--- src/rtl/cpu_pkg.sv ---
// Shared CPU definitions: fetch FSM encoding and instruction/word constants.
package cpu_pkg;

    localparam logic [31:0] NOP_INSTR  = 32'h0000_0000;
    localparam logic [31:0] WORD_BYTES = 32'd4;

    typedef enum logic [1:0] {
        S_REQ,
        S_HOLD,
        S_DROP
    } fetch_state_t;

endpackage

--- src/rtl/if_fetch_unit_if.sv ---
// Instruction memory req/ack bus between the fetch stage and instruction memory.
interface if_fetch_unit_if;

    logic        imem_req;
    logic [31:0] imem_addr;
    logic        imem_ack;
    logic [31:0] imem_rdata;

    modport master (
        output imem_req,
        output imem_addr,
        input  imem_ack,
        input  imem_rdata
    );

    modport slave (
        input  imem_req,
        input  imem_addr,
        output imem_ack,
        output imem_rdata
    );

endinterface

--- src/rtl/if_fetch_unit.sv ---
// Instruction-fetch stage: owns the PC, fetches over imem req/ack, buffers a
// word fetched under stall, and drops the in-flight fetch on a redirect.
module if_fetch_unit
    import cpu_pkg::*;
#(
    parameter logic [31:0] RESET_PC = 32'h0000_0000
) (
    input  logic                   clk,
    input  logic                   rst,
    input  logic                   stall,
    input  logic                   redirect_valid,
    input  logic [31:0]            redirect_pc,
    if_fetch_unit_if.master        imem,
    output logic [31:0]            fetch_pc,
    output logic [31:0]            fetch_opcode,
    output logic                   ifid_flush
);

    fetch_state_t state_q, state_d;
    logic [31:0]  pc_q, pc_d;
    logic [31:0]  hold_q, hold_d;
    logic [31:0]  drop_addr_q, drop_addr_d;
    logic [31:0]  pc_plus4;
    logic [31:0]  redirect_target;

    assign pc_plus4        = pc_q + WORD_BYTES;
    assign redirect_target = redirect_pc & ~32'h0000_0003;

    // State, PC, hold buffer and abandoned-fetch address registers.
    always_ff @(posedge clk or negedge rst) begin
        if (!rst) begin
            state_q     <= S_REQ;
            pc_q        <= RESET_PC;
            hold_q      <= '0;
            drop_addr_q <= '0;
        end else begin
            state_q     <= state_d;
            pc_q        <= pc_d;
            hold_q      <= hold_d;
            drop_addr_q <= drop_addr_d;
        end
    end

    // Next-state, memory request and IF/ID delivery; redirect overrides everything.
    always_comb begin
        state_d        = state_q;
        pc_d           = pc_q;
        hold_d         = hold_q;
        drop_addr_d    = drop_addr_q;
        imem.imem_req  = 1'b0;
        imem.imem_addr = (state_q == S_DROP) ? drop_addr_q : pc_q;
        fetch_pc       = '0;
        fetch_opcode   = NOP_INSTR;
        ifid_flush     = 1'b0;

        if (rst) begin
            imem.imem_req = (state_q == S_REQ) || (state_q == S_DROP);

            if (redirect_valid) begin
                ifid_flush = 1'b1;
                pc_d       = redirect_target;
                hold_d     = '0;
                // An unacked request in S_REQ keeps its address alive in S_DROP
                // until memory answers it.
                case (state_q)
                    S_REQ: begin
                        if (imem.imem_ack) begin
                            state_d = S_REQ;
                        end else begin
                            state_d     = S_DROP;
                            drop_addr_d = pc_q;
                        end
                    end
                    S_HOLD:  state_d = S_REQ;
                    S_DROP:  state_d = imem.imem_ack ? S_REQ : S_DROP;
                    default: state_d = S_REQ;
                endcase
            end else begin
                case (state_q)
                    S_REQ: begin
                        if (imem.imem_ack) begin
                            fetch_opcode = imem.imem_rdata;
                            fetch_pc     = pc_plus4;
                            if (stall) begin
                                hold_d  = imem.imem_rdata;
                                state_d = S_HOLD;
                            end else begin
                                pc_d = pc_plus4;
                            end
                        end
                    end
                    S_HOLD: begin
                        fetch_opcode = hold_q;
                        fetch_pc     = pc_plus4;
                        if (!stall) begin
                            pc_d    = pc_plus4;
                            state_d = S_REQ;
                        end
                    end
                    S_DROP: begin
                        if (imem.imem_ack) begin
                            state_d = S_REQ;
                        end
                    end
                    default: state_d = S_REQ;
                endcase
            end
        end
    end

endmodule

--- src/flat_wrapper.sv ---
// flat-port wrapper written by rule: the top's interface ports become plain ports
module if_fetch_unit_flat import cpu_pkg::*;
#(
    parameter logic [31:0] RESET_PC = 32'h0000_0000
)
  (clk, rst, stall, redirect_valid, redirect_pc, fetch_pc, fetch_opcode, ifid_flush, imem_imem_req, imem_imem_addr, imem_imem_ack, imem_imem_rdata);
  if_fetch_unit_if imem_i ();
  input  logic clk;
  input  logic rst;
  input  logic stall;
  input  logic redirect_valid;
  input  logic [31:0] redirect_pc;
  output logic [31:0] fetch_pc;
  output logic [31:0] fetch_opcode;
  output logic ifid_flush;
  output wire logic [$bits(imem_i.imem_req)-1:0] imem_imem_req;
  output wire logic [$bits(imem_i.imem_addr)-1:0] imem_imem_addr;
  input wire logic [$bits(imem_i.imem_ack)-1:0] imem_imem_ack;
  input wire logic [$bits(imem_i.imem_rdata)-1:0] imem_imem_rdata;
  assign imem_imem_req = imem_i.imem_req;
  assign imem_imem_addr = imem_i.imem_addr;
  assign imem_i.imem_ack = imem_imem_ack;
  assign imem_i.imem_rdata = imem_imem_rdata;
  if_fetch_unit #(.RESET_PC(RESET_PC)) u_core (.clk(clk), .rst(rst), .stall(stall), .redirect_valid(redirect_valid), .redirect_pc(redirect_pc), .imem(imem_i), .fetch_pc(fetch_pc), .fetch_opcode(fetch_opcode), .ifid_flush(ifid_flush));
endmodule
--- config.mk ---
export PLATFORM = sky130hd
export DESIGN_NAME = if_fetch_unit_flat
export DESIGN_NICKNAME = d
export VERILOG_FILES = /design/src/rtl/cpu_pkg.sv /design/src/rtl/if_fetch_unit_if.sv /design/src/rtl/if_fetch_unit.sv /design/src/flat_wrapper.sv
export SDC_FILE = /design/constraint.sdc
export NUM_CORES = 1
export LEC_CHECK = 0
export ABC_AREA = 1
export CORE_MARGIN = 2
export CORE_UTILIZATION = 35
export DETAILED_ROUTE_END_ITERATION = 12
export PLACE_DENSITY = 0.63
export SETUP_SLACK_MARGIN = 0.5
export SLEW_MARGIN = 20
export SYNTH_ARGS = -nofsm -noshare
export SYNTH_HDL_FRONTEND = slang
export SYNTH_SLANG_ARGS = --single-unit
--- constraint.sdc ---
create_clock -name clk -period 1.55 [get_ports clk]
set_clock_uncertainty 0.2 [all_clocks]
set_input_delay 0.2325 -clock clk [delete_from_list [all_inputs] [get_ports clk]]
set_output_delay 0.2325 -clock clk [all_outputs]
set_load 0.03 [all_outputs]
# ---- Word level (Yosys, flattened, before mapping)
# Index checks and enable logic that the tools add are counted.
dict set report classes {
  n_addsub 1
  eq_ne 6
  muxes 28
  n_bitwise 1
  n_reduce_logical 11
}
# operator n
set op_table {}
lappend op_table {{32-bit two-way mux} 14}
lappend op_table {{32-bit one-hot mux with 2 select lines} 3}
lappend op_table {{32-bit by 3-bit adder with 32-bit output, second input constant} 1}
lappend op_table {{2-bit two-way mux} 7}
lappend op_table {{3-bit != test, second input constant} 4}
lappend op_table {{4-bit AND reduction} 2}
lappend op_table {{2-bit one-hot mux with 3 select lines} 1}
lappend op_table {{2-bit nonzero test} 3}
lappend op_table {{5-bit AND reduction} 1}
lappend op_table {{1-bit two-way mux} 3}
lappend op_table {{3-bit AND reduction} 1}
lappend op_table {{3-bit nonzero test} 1}
lappend op_table {{2-bit by 1-bit equality test with 1-bit output, second input constant} 1}
lappend op_table {{2-bit equality test, second input constant} 1}
lappend op_table {{2-bit zero test} 1}
lappend op_table {{2-bit OR reduction} 1}
lappend op_table {{1-bit logical OR} 1}
lappend op_table {{1-bit NOT} 1}
dict set report word_totals {
  register_bits 98
  input_bits 69
  wordCells 51
}

# ---- Depth between registers and ports, before layout
dict set report logic_depth {
  depth_word 5
  ltp_mapped 9
  mapped_depth_nobuf 9
}

# ---- Worst setup path after synthesis
# OpenSTA, ideal clock, no wires.
dict set report synth_path {
  path_kind {register to output}
  startpoint {reg u_core.pc_q[3]}
  endpoint {out fetch_pc[22]}
  t_arrival_ps 1564
  required_time_ps 1117
  slack_ps -447
  stages_incl_launch_ff 10
  n_path_buf 0
  path_cell_list {dfrtp_1 ha_1 nand2_1 nor2_4 nand2_4 nor2_4 nand2_1 nand2_1 nand3_1 nor2_1}
}
dict set report synth_via {
  elab_chain_len 5
}
# item line_no
set synth_lines {}
lappend synth_lines {{from (decl)} if_fetch_unit.sv:20} ;# logic [31:0] pc_q, pc_d;
lappend synth_lines {{from (signal assigned)} if_fetch_unit.sv:38} ;# pc_q <= pc_d;
lappend synth_lines {{32-bit by 3-bit adder with 32-bit output (*)} if_fetch_unit.sv:26} ;# assign pc_plus4 = pc_q + WORD_BYTES;
lappend synth_lines {{32-bit two-way mux} if_fetch_unit.sv:81} ;# if (imem.imem_ack) begin
lappend synth_lines {{32-bit one-hot mux with 2 select lines (*)} if_fetch_unit.sv:79} ;# case (state_q)
lappend synth_lines {{32-bit two-way mux (*)} if_fetch_unit.sv:59} ;# if (redirect_valid) begin
lappend synth_lines {{32-bit two-way mux (*)} if_fetch_unit.sv:56} ;# if (rst) begin
lappend synth_lines {{to (decl)} flat_wrapper.sv:13} ;# output logic [31:0] fetch_pc;
# Every way passes the cells marked *; elsewhere a longest branch is shown, timed or not.

# ---- Final worst setup path
dict set report layout_path {
  startpoint {reg u_core.pc_q[2]}
  endpoint {out fetch_pc[17]}
}
# Same word-level chain as after synthesis.

==> summary.md <==
The run finished, with violations left. The checks that failed: hold timing, setup timing. In the post-synthesis netlist, the biggest area contributors are dfrtp_1, nand2_1, a21oi_1, nand3_1, nor2_1.

The max-slew violation count was 0; the net count of the finished layout was 1299. At the pin with the least slew margin, the transition time is 0.869 ns. Summing the areas of all fa, ha and maj instances in the mapped netlist gives 0.216% of the synthesized area. The data required time at the worst endpoint is 1.12 ns. For this configuration, the core starts out at a cell density of 35.4%. The area growth from synthesis to layout is 139%. The number of placement rows came out at 47. Compound-cell area share of the yosys netlist: 18.2%. The H-tree was split into 3 levels.

The endpoint identified for the worst register-to-register timing path is u_core.pc_q[17]. Of the synthesized area, sequential elements account for 40.7%. In the routed design, unresolved DRC markers number 0.

The worst stage delay on the critical path was 0.46 ns; the maximum achievable frequency was 357 MHz. Count of endpoints failing hold in the final timing report: 62. Dividing the detail-routed wire length by the instance count gives 23.9 um. Setup violations remaining at the end of the flow were counted as 187. The slowest stage of the critical path belongs to the cell dfrtp_1. The count of different cell masters after synthesis is 35, and the arrival time at the worst endpoint is 2.37 ns.

For this run, asynchronously set or reset flops after synthesis account for 100%. The static power due to leakage was 0.00586 uW. The number of cells on the worst reg-to-reg path was 9. In this run the power density over the cells is 1150 mW/mm^2. The critical path goes through buf_4, buf_6, inv_4, nor2_8, nand2_4, o21ai_0, nand3_2, nor2_4, buf_4. The die covers 0.0176 sq mm. Global routing used 30.9% of the available tracks. The path category of the worst min-delay check is in2async.

The largest fanout on the critical path works out to 5. Of the post-synthesis cell area, the dominant cell type holds 40.7%. The mean number of vias per cell is 5.84, and the mux cell area share after synthesis is 0%. For this run, the leading register cell type out of synthesis is dfrtp_1. Summing the areas of all and, or, nand and nor instances in the mapped netlist gives 30.5% of the synthesized area. At the later pin of the worst-skew pair, clock insertion delay measures 0.37 ns. In this design, the critical path's most frequently occurring cell is buf_4. Summing the areas of all xor and xnor instances in the mapped netlist gives 0% of the synthesized area. The number of buffers added by the clock tree synthesis step is 9. The share of the clock period used by the worst path works out to 181%.

The maximum buffer depth of the clock tree was 2; the worst slack after detailed placement was -0.500 ns. The floorplan step set the die height to 133 um. The finished cells cover 0.0138 sq mm. The count of TritonRoute iterations in the first routing pass is 7. During synthesis, Yosys emitted a total of 0 warnings.

The CTS clock-pin slew for the worst setup and hold paths was 0.07 ns. The cell count after synthesis came out at 833. Entering global routing, the biggest net connects 63 pins. Buffers placed on the I/O ports in this run total 160. Setup repair after global routing could not meet its margin everywhere. Subtracting the final worst setup slack from the clock period gives 2.80 ns. TritonCTS built the clock tree. Hold-fix buffer count after cts: 1.

The congestion estimate from routability-driven global placement came to 0.932. After floorplanning, the core was sized to cover 0.0163 sq mm. The number of global-route vias before repair came out at 7864. The post-synthesis cell type with the largest combined area was dfrtp_1. In this run the clock root is driven by a clkbuf_16.

Pin placement for this block handled 167 I/O pins. Across the run, the number of max-cap violations was 0. Count of antenna-violating nets left after detailed routing: 0. The tools report the type of element capturing the critical path as an output port. The fraction of layout instances using a drive strength above 1 was 63.6%.

The first-pass GRT wire length was 42600 um; the average cell area after synthesis was 6.95 sq um. The overall die width came out at 133 um. The wire length after detailed routing came out at 34800 um. Sorting the synthesized cells by how often they occur yields nand2_1, nor2_1, a21oi_1, nand3_1, dfrtp_1. The maximum vdd drop was 0.992 mV. The run gives -0.76 ns as the register-to-register path setup slack.

The tools report the setup slack after layout as -1.25 ns. Setup total negative slack: -115.02 ns. For the final hold slack, the log shows -0.0695 ns. Reg-to-reg critical path startpoint: u_core.pc_q[2]. The main combinational cell family by area after synthesis was simple AND/OR/NAND/NOR gates. The logs give 0.0102 sq mm for the cell area after placement and 0.00579 sq mm for the post-synthesis instance area.

STA classifies the critical path startpoint as a flip-flop. Once detailed placement completed, the half-perimeter wirelength came to 15300 um. The number of flops mapped to enable cells by yosys is 0.

The logs give 903 for the initial detailed-routing violation count and 42.1% for the relative slew slack. Across all layers, the routed design uses 8498 vias. In this run, synthesis produced a sequential element count of 94. Total global routing overflow: 0. The run gives 1 as the number of antenna violations at the first check in global routing. CTS saw 94 sinks. The cell with the most instances after synthesis is nand2_1. For the number of inserted filler cells in the final layout, the log shows 783.

The critical path is of the reg2out type.
==> layout by cell type (no fill, tap or decap), drive strengths merged <==
cell type	synthesis	final
bufinv	0	1
nand2	168	169
diode	0	1
a22oi	9	9
dlymetal6s4s	0	1
dfrtp	94	94
clkinv	0	2
clkinvlp	0	1
nor3	1	1
clkbuf	20	11
o21ai	76	76
a31oi	4	4
nand3b	1	1
nand4	3	3
a21oi	102	102
ha	1	1
or2	1	1
o22ai	6	6
nand3	100	100
a31o	1	1
clkdlybuf4s50	0	64
o211ai	1	1
conb	1	4
buf	33	368
nor2	126	126
inv	85	87
==> flip-flops by register name, indices dropped and copies added, names as in the netlist <==
name / cells
u_core.pc_q: 30
u_core.hold_q: 32
u_core.state_q: 2
u_core.drop_addr_q: 30
==> power by group <==
group	total (uW)	internal, uW	switching [uW]	leakage, uW
registers	3880	3100	784	0.00114
logic	9560	4440	5120	0.00457
clock network	2450	1310	1140	0.000149
total	15900	8850	7040	0.00586
==> cells by family after synthesis <==
family          Yosys count
compound gates          199
simple gates            400
fa+ha+maj                 1
flops                    94
other cells               1
buf+inv                 138
==> routing by layer <==
layer	routed length, um	track usage [%]
met5	0	0
met4	2370	9.02
met3	3290	7.55
met2	16600	52.0
met1	12500	39.4
==> worst max-delay path by stage <==
stage                              start           endpoint  slack (ns)  cells after the start
after floorplan           u_core.pc_q[3]       fetch_pc[28]       -0.27                      9
after global placement     imem_imem_ack   fetch_opcode[26]       -0.47                      8
after detailed placement   imem_imem_ack  u_core.hold_q[20]       -0.50                      8
after CTS                 u_core.pc_q[3]       fetch_pc[31]       -0.80                     10
after global routing      u_core.pc_q[2]       fetch_pc[17]       -1.22                      9
final                     u_core.pc_q[2]       fetch_pc[17]       -1.25                      9
==> critical path, delay by kind of cell, from the launching register on <==
| family | cells | cell delay (ns) |
|---|---|---|
| AOI/OAI and AO/OA | 1 | 0.44 |
| DFF | 1 | 0.46 |
| and+or+nand+nor | 4 | 0.60 |
| buffers and inverters | 4 | 0.48 |
==> timing repair <==
item | CTS | global route
buffers inserted | 53 | 31
endpoints found under the setup margin | 188 | 202
endpoints found under the hold margin | 94 | 14
pin swaps | 55 | 50
resized for setup | 298 | 155
gates cloned | 26 | 1
==> cell type report <==
cell class	instances	area (sq um)	area share, %
multi-input combinational	605	5380	38.9
timing repair buffer	434	5120	37.1
clock inverter	6	68.8	0.499
sequential	94	2360	17.1
clock buffer	10	239	1.73
inverter	85	362	2.62
tap	220	275	1.99
antenna	1	2.50	0.0181
==> through the flow <==
stage,cells,utilization (%),power [uW]
after floorplan,836,-,7550
after global placement,1326,62.4,10100
after detailed placement,1326,62.4,10100
after CTS,1422,78.8,14400
after global routing,1455,84.4,16400
final,1455,84.4,15900
(Power assumes the default switching activity.)
